File: src/rtl/stim_gen_74299.sv
// Stimulus generator for a 74299 universal shift register under test.
// Sequences load / shift-right / hold / shift-left and tracks the expected parallel output.
module stim_gen_74299 #(
    parameter logic [7:0] SEED    = 8'hAA,
    parameter logic [7:0] SER_PAT = 8'h55,
    parameter int         SHIFTS  = 4
) (
    input  logic       clk,
    input  logic       rst,
    input  logic       start,
    input  logic       stall,
    output logic       s1,
    output logic       s0,
    output logic       dsr,
    output logic       dsl,
    output logic [7:0] load_data,
    output logic       oe_n,
    output logic       busy,
    output logic       done,
    output logic [7:0] expected,
    output logic       exp_valid
);

    typedef enum logic [2:0] {IDLE, LOAD, SHR, HOLD, SHL, DONE} state_t;

    localparam logic [2:0] LAST_SHIFT = 3'(SHIFTS - 1);
    localparam logic [2:0] LAST_HOLD  = 3'd1;

    state_t     state, state_nx;
    logic [2:0] k, k_nx;
    logic [7:0] m, m_nx;
    logic       ev_nx;

    always_comb begin
        // NOTE: every combinational output gets a default first so no path can infer a latch.
        state_nx  = state;
        k_nx      = k;
        m_nx      = m;
        s1        = 1'b0;
        s0        = 1'b0;
        dsr       = 1'b0;
        dsl       = 1'b0;
        load_data = 8'h00;
        oe_n      = (state == IDLE);
        busy      = (state != IDLE);
        done      = (state == DONE);
        ev_nx     = (state inside {LOAD, SHR, HOLD, SHL});

        // A stalled sequence issues a hold command and freezes state, k and m.
        if (!(stall && state != IDLE)) begin
            case (state)
                IDLE: begin
                    if (start) state_nx = LOAD;
                end
                LOAD: begin
                    s1        = 1'b1;
                    s0        = 1'b1;
                    load_data = SEED;
                    m_nx      = SEED;
                    state_nx  = SHR;
                end
                SHR: begin
                    s0   = 1'b1;
                    dsr  = SER_PAT[k];
                    m_nx = {SER_PAT[k], m[7:1]};
                    if (k == LAST_SHIFT) begin
                        state_nx = HOLD;
                        k_nx     = 3'd0;
                    end else begin
                        k_nx = k + 3'd1;
                    end
                end
                HOLD: begin
                    if (k == LAST_HOLD) begin
                        state_nx = SHL;
                        k_nx     = 3'd0;
                    end else begin
                        k_nx = k + 3'd1;
                    end
                end
                SHL: begin
                    s1   = 1'b1;
                    dsl  = ~SER_PAT[k];
                    m_nx = {m[6:0], ~SER_PAT[k]};
                    if (k == LAST_SHIFT) begin
                        state_nx = DONE;
                        k_nx     = 3'd0;
                    end else begin
                        k_nx = k + 3'd1;
                    end
                end
                DONE: begin
                    state_nx = IDLE;
                end
                default: begin
                    state_nx = IDLE;
                    k_nx     = 3'd0;
                end
            endcase
        end
    end

    // NOTE: sequential state uses non-blocking assignments so all registers update together at the edge.
    always_ff @(posedge clk) begin
        if (rst) begin
            // NOTE: the model register is reset explicitly; the bench compares it right after reset.
            state     <= IDLE;
            k         <= 3'd0;
            m         <= 8'h00;
            exp_valid <= 1'b0;
        end else begin
            state     <= state_nx;
            k         <= k_nx;
            m         <= m_nx;
            exp_valid <= ev_nx;
        end
    end

    // m already holds the post-edge result, which is what the DUT shows one cycle after the command.
    assign expected = m;

endmodule

File: config.mk
export PLATFORM = sky130hd
export DESIGN_NAME = stim_gen_74299
export DESIGN_NICKNAME = d
export VERILOG_FILES = /design/src/rtl/stim_gen_74299.sv
export SDC_FILE = /design/constraint.sdc
export NUM_CORES = 1
export LEC_CHECK = 0
export CORE_AREA = 2 2 49 51
export DETAILED_ROUTE_END_ITERATION = 7
export DIE_AREA = 0 0 51 53
export GPL_ROUTABILITY_DRIVEN = 0
export HOLD_SLACK_MARGIN = 0.1
export PLACE_DENSITY = 0.82
export SLEW_MARGIN = 20
export SYNTH_ARGS = -nofsm -noshare
export SYNTH_HDL_FRONTEND = slang
export SYNTH_SLANG_ARGS = --single-unit
File: constraint.sdc
create_clock -name clk -period 2.4 [get_ports clk]
set_input_delay 0.48 -clock clk [delete_from_list [all_inputs] [get_ports clk]]
set_output_delay 0.48 -clock clk [all_outputs]
set_load 0.02 [all_outputs]
* Word-level counts from Yosys, hierarchy flattened
Memory sizes are Yosys's and may differ from the RTL's. A register that Yosys moved wholly into a read port is not among the register bits.
Index checks and enable logic that the tools add are counted.
** Storage, ports and cells
- Output and inout bits :: 24
- Logic and storage cells :: 55
- Memory bits (read-only) :: 8
- Register bits after elaboration :: 15
- Bits in writable memories :: 0
- Bits in latches :: 0
- Memories kept :: 1
** Operators by class
- Multipliers :: 0
- $lt $le $gt $ge :: 1
- Div/mod/pow operators :: 0
- Multiplexer cells :: 22
- Bitwise operators :: 3
- Add/sub/neg operators :: 1
- Shift operators :: 0
- Equal/unequal tests :: 11
- Reductions and logical operators :: 12
** Memories
- (no name shown) :: words 8, bits a word 1, read ports 1, clocked after memory_dff 1, wr ports 0, RTL line 84 : m_nx = {m[6:0], ~SER_PAT[k]};
** Operators by type and width (count)
- 2-to-1 mux 3 bit :: 8
- one-hot mux 8 bit (3 select lines) :: 1
- 2-to-1 mux 8 bit :: 2
- one-hot mux 3 bit (5 select lines) :: 1
- == test 3 x 2 -> 1 bit, second input constant :: 3
- 2-to-1 mux 1 bit :: 9
- one-hot mux 3 bit (3 select lines) :: 1
- == test 3 x 1 -> 1 bit, second input constant :: 2
- == test 3 bit, second input constant :: 2
- inequality test 2 x 1 -> 1 bit, second input constant :: 3
- nonzero test 3 bit :: 2
- OR reduction 2 bit :: 3
- AND reduction 5 bit :: 1
- less-than comparator 3 x 4 -> 1 bit, second input constant :: 1
- AND reduction 2 bit :: 2
- nonzero test 4 bit :: 1
- adder 3 x 1 -> 3 bit, second input constant :: 1
- logical NOT 3 bit :: 1
- inverter 1 bit :: 3
- OR reduction 3 bit :: 1
- inequality test 2 bit, second input constant :: 1
- logical AND 1 bit :: 1

* Longest topological paths before layout
- Depth after elaboration :: 6
- Gate-level depth with buffers :: 6

* Least setup slack after synthesis
No wires, ideal clock.
- Path type :: input-to-output
- Start :: input port stall
- End :: output port load_data[3]
- Slack :: 0.485 ns
- Stages on the path :: 2
- Required time :: 1.920 ns
- Arrival time :: 1.435 ns
- Path through :: nor4b_2 buf_4
** Between the ends
- Longest elaborated chain between the ends :: 2
** RTL lines
- start: declaration :: RTL line 11 : input logic stall,
- logical AND 1 bit :: RTL line 50 : if (!(stall && state != IDLE)) begin
- 2-to-1 mux 8 bit :: RTL line 50
- end: declaration :: RTL line 16 : output logic [7:0] load_data,
No other way between the ends.

* Worst setup path after layout
- Start :: input port stall
- End :: output port dsl
** Between the ends
- Longest elaborated chain between the ends :: 2
** RTL lines
- logical AND 1 bit :: RTL line 50
- 2-to-1 mux 1 bit :: RTL line 50
- end: declaration :: RTL line 15 : output logic dsl,
No other way between the ends.

==> results by group <==
Status
  • Status: complete, no violations

Global routing
  • Vias in the first global route: approximately 950
  • Initial antenna violation count: 0
  • Largest net degree at the start of global routing: 17
  • First-pass GRT wire length: 4.257 mm
  • All-Layer GR Usage: 0.2141
  • Global route overflow: 0

CTS
  • CTS Buffer Depth: 2
  • TritonCTS Sinks: 16
  • Postcts setup bufs: 0
  • Root Driver: clkbuf_4
  • CTS H-tree depth: 1
  • Number of hold buffers added after CTS: 0
  • Total CTS buffers: 3
  • Clk slew on worst S/H paths: approximately 0.10 ns
  • Clock latency on the worst-skew pair: about 0.31 ns
  • CTS tree: built

Die
  • Die Width: 51 microns
  • Row Count: 17
  • Core area: 2148 sq um
  • Initial Util: 0.5073
  • Die Y: 53 microns
  • I/O pin total: 28
  • Die footprint: 2703 sq um

Yosys
  • Post-synthesis sequential area ratio: 0.2939
  • Post-synth top area cell: dfxtp_1
  • Cells after Synth: 133
  • Yosys top cell area share: 0.2939
  • YS warnings: 0
  • Synth cell count leaders: dfxtp_1 (16), inv_1 (13), and3b_1 (8)
  • Most used DFF post-synth: dfxtp_1
  • Top-count cell post-synth: dfxtp_1
  • Number of enable flip-flop cells after synthesis: 0
  • Synth cell types: 42
  • Share of flip-flops with an asynchronous set or reset: 0
  • Synth Area per Inst: 8.194 sq um
  • Synth area leaders: dfxtp_1 (29%), and3b_1 (6.4%), buf_4 (4.8%)
  • Yosys reg bits: 16
  • Mapped Area: between 1000 and 1500 sq um

Finish
  • Nets@finish: 165
  • Area grow syn2layout: 26.98%
  • Diodes inserted: 0
  • Share of layout cells above drive strength 1: 0.1218

Route
  • Initial DRC Count: 28
  • Top routing layer in use: met4
  • Routed Antenna Nets: 0
  • Drt drc: 0
  • Final wirelength: about 2.5 mm
  • Drt pass-1 iters: 4
  • Number of vias per cell: 5.658
  • Met2 Wirelength: ~1.2 mm
  • Met3 wire len: 158 microns
  • Wire per inst: about 14 microns
  • Wl on met1: 1.112 mm
  • DR vias: 1,041

Critical path
  • Worst setup SP type: input port
  • Worst setup path startpoint: stall
  • WP data arrival: 1.81 ns
  • Worst-path maximum fanout: 7
  • Crit end category: output pin
  • Crit path kind: input port to output pin
  • Worst EP required: between 1.5 and 2 ns
  • R2R Path Start: state[0]

Job
  • Max-cap violations: 0

Hold path
  • Hold WC Path Type: register to register
  • HP Start: expected[0]

Power
  • Overall Power: 862.6 uW
  • Power Density: 623.3 nW/um^2
  • Max VDD drop: approximately 0.37 mV
  • LEAKAGE: 0.5997 nW

STA
  • Period minus WS final: 2.292 ns
  • Post-Route Skew: 0.004257 ns
  • Final setup fails: 0
  • Final hold violations: 0
  • Slew margin rel.: 0.6634
  • Final-report max-slew violation count: 0
  • RSZ-0062 raised after global routing: no
  • Slew @ Worst Pin: 0.5049 ns
  • Setup ws final: around 0.11 ns
  • F_max: 0.4363 GHz
  • Crit share post-route: 0.9551
  • Hold_ws: 0.4917 ns

Place
  • HPWL Detailed: 1.801 mm
  • Dpl ws: -0.1678 ns
  • Port bufs: 23
-- worst max-delay path: stages --
cell,delay [ns]
clkdlybuf4s50_1,0.49
buf_4,0.20
nor2b_1,0.13
and3b_1,0.18
dlygate4sd2_1,0.33
-- power breakdown --
part	switching, mW	leakage [nW]	internal (mW)
clock	0.0980	0.0210	0.0928
sequential	0.0333	0.131	0.292
combinational	0.191	0.447	0.155
total	0.323	0.600	0.540
-- kinds of logic after synthesis --
family,after synthesis,synth area share
flip-flops,16,0.2939
AND/OR/NAND/NOR,39,0.2308
other,1,0.003441
AO/OA/AOI/OAI,36,0.2319
buffers and inverters,30,0.1332
multiplexers,4,0.03674
adder cells (fa/ha/maj),4,0.04593
XOR/XNOR,3,0.02411
-- placed cells by master, fill, tap and decap left out, types with 2 or more instances in the layout --
cell type,count
o22ai_1,6
dfxtp_2,3
nor3b_1,2
nand2_1,4
nor2_1,5
mux2i_1,4
and3b_1,8
o21ai_0,4
a21oi_1,3
dfxtp_1,13
o21ai_1,5
nor3_1,4
clkdlybuf4s50_1,15
ha_1,4
xnor2_1,2
conb_1,4
buf_4,10
a221oi_1,4
dlygate4sd2_1,8
o32ai_1,3
and3_1,2
nand2b_1,4
clkbuf_4,3
nor2b_1,4
inv_1,13
-- worst paths after layout --
check                endpoint  slack, ns  depth (start not counted)
hold / removal    expected[0]       0.49                          2
setup reg to reg  expected[5]       0.81                          5
setup / recovery          dsl       0.11                          5
hold reg to reg   expected[0]       0.49                          2
-- layout make-up --
type	count	area [sq um]
Fill cell	189	764.5
Multi-Input combinational cell	90	644.4
Sequential cell	16	324.1
Timing Repair Buffer	33	295.3
Inverter	13	48.80
Clock buffer	4	36.28
Tap cell	28	35.03
-- timing repair --
item / 4_1_cts / 5_1_grt
endpoints found under the setup margin: 8 / 1
resized for setup: 11 / 1
pin swaps: 0 / 0
-- routing by layer --
metal / vias up / track usage
li1: 512 / -
met1: 486 / 0.2647
met5: - / 0
met2: 38 / 0.3528
met3: 5 / 0.03390
met4: 0 / 0.1216
-- registers in the layout (all words and copies together) (netlist names), named ones only --
signal,cells
exp_valid,1
expected,8
k,3
state,3
-- through the flow --
stage | TNS, ns | util | cell area (sq um) | std cells
global placement | -0.7151 | 0.6261 | 1345 | 180
detailed placement | -0.9139 | 0.6261 | 1345 | 180
floorplan | 0 | - | 1101 | 136
CTS | 0 | 0.6436 | 1383 | 184
global route | 0 | 0.6441 | 1384 | 184
finish | 0 | 0.6441 | 1384 | 184
Power figures use the tool's default switching activity.
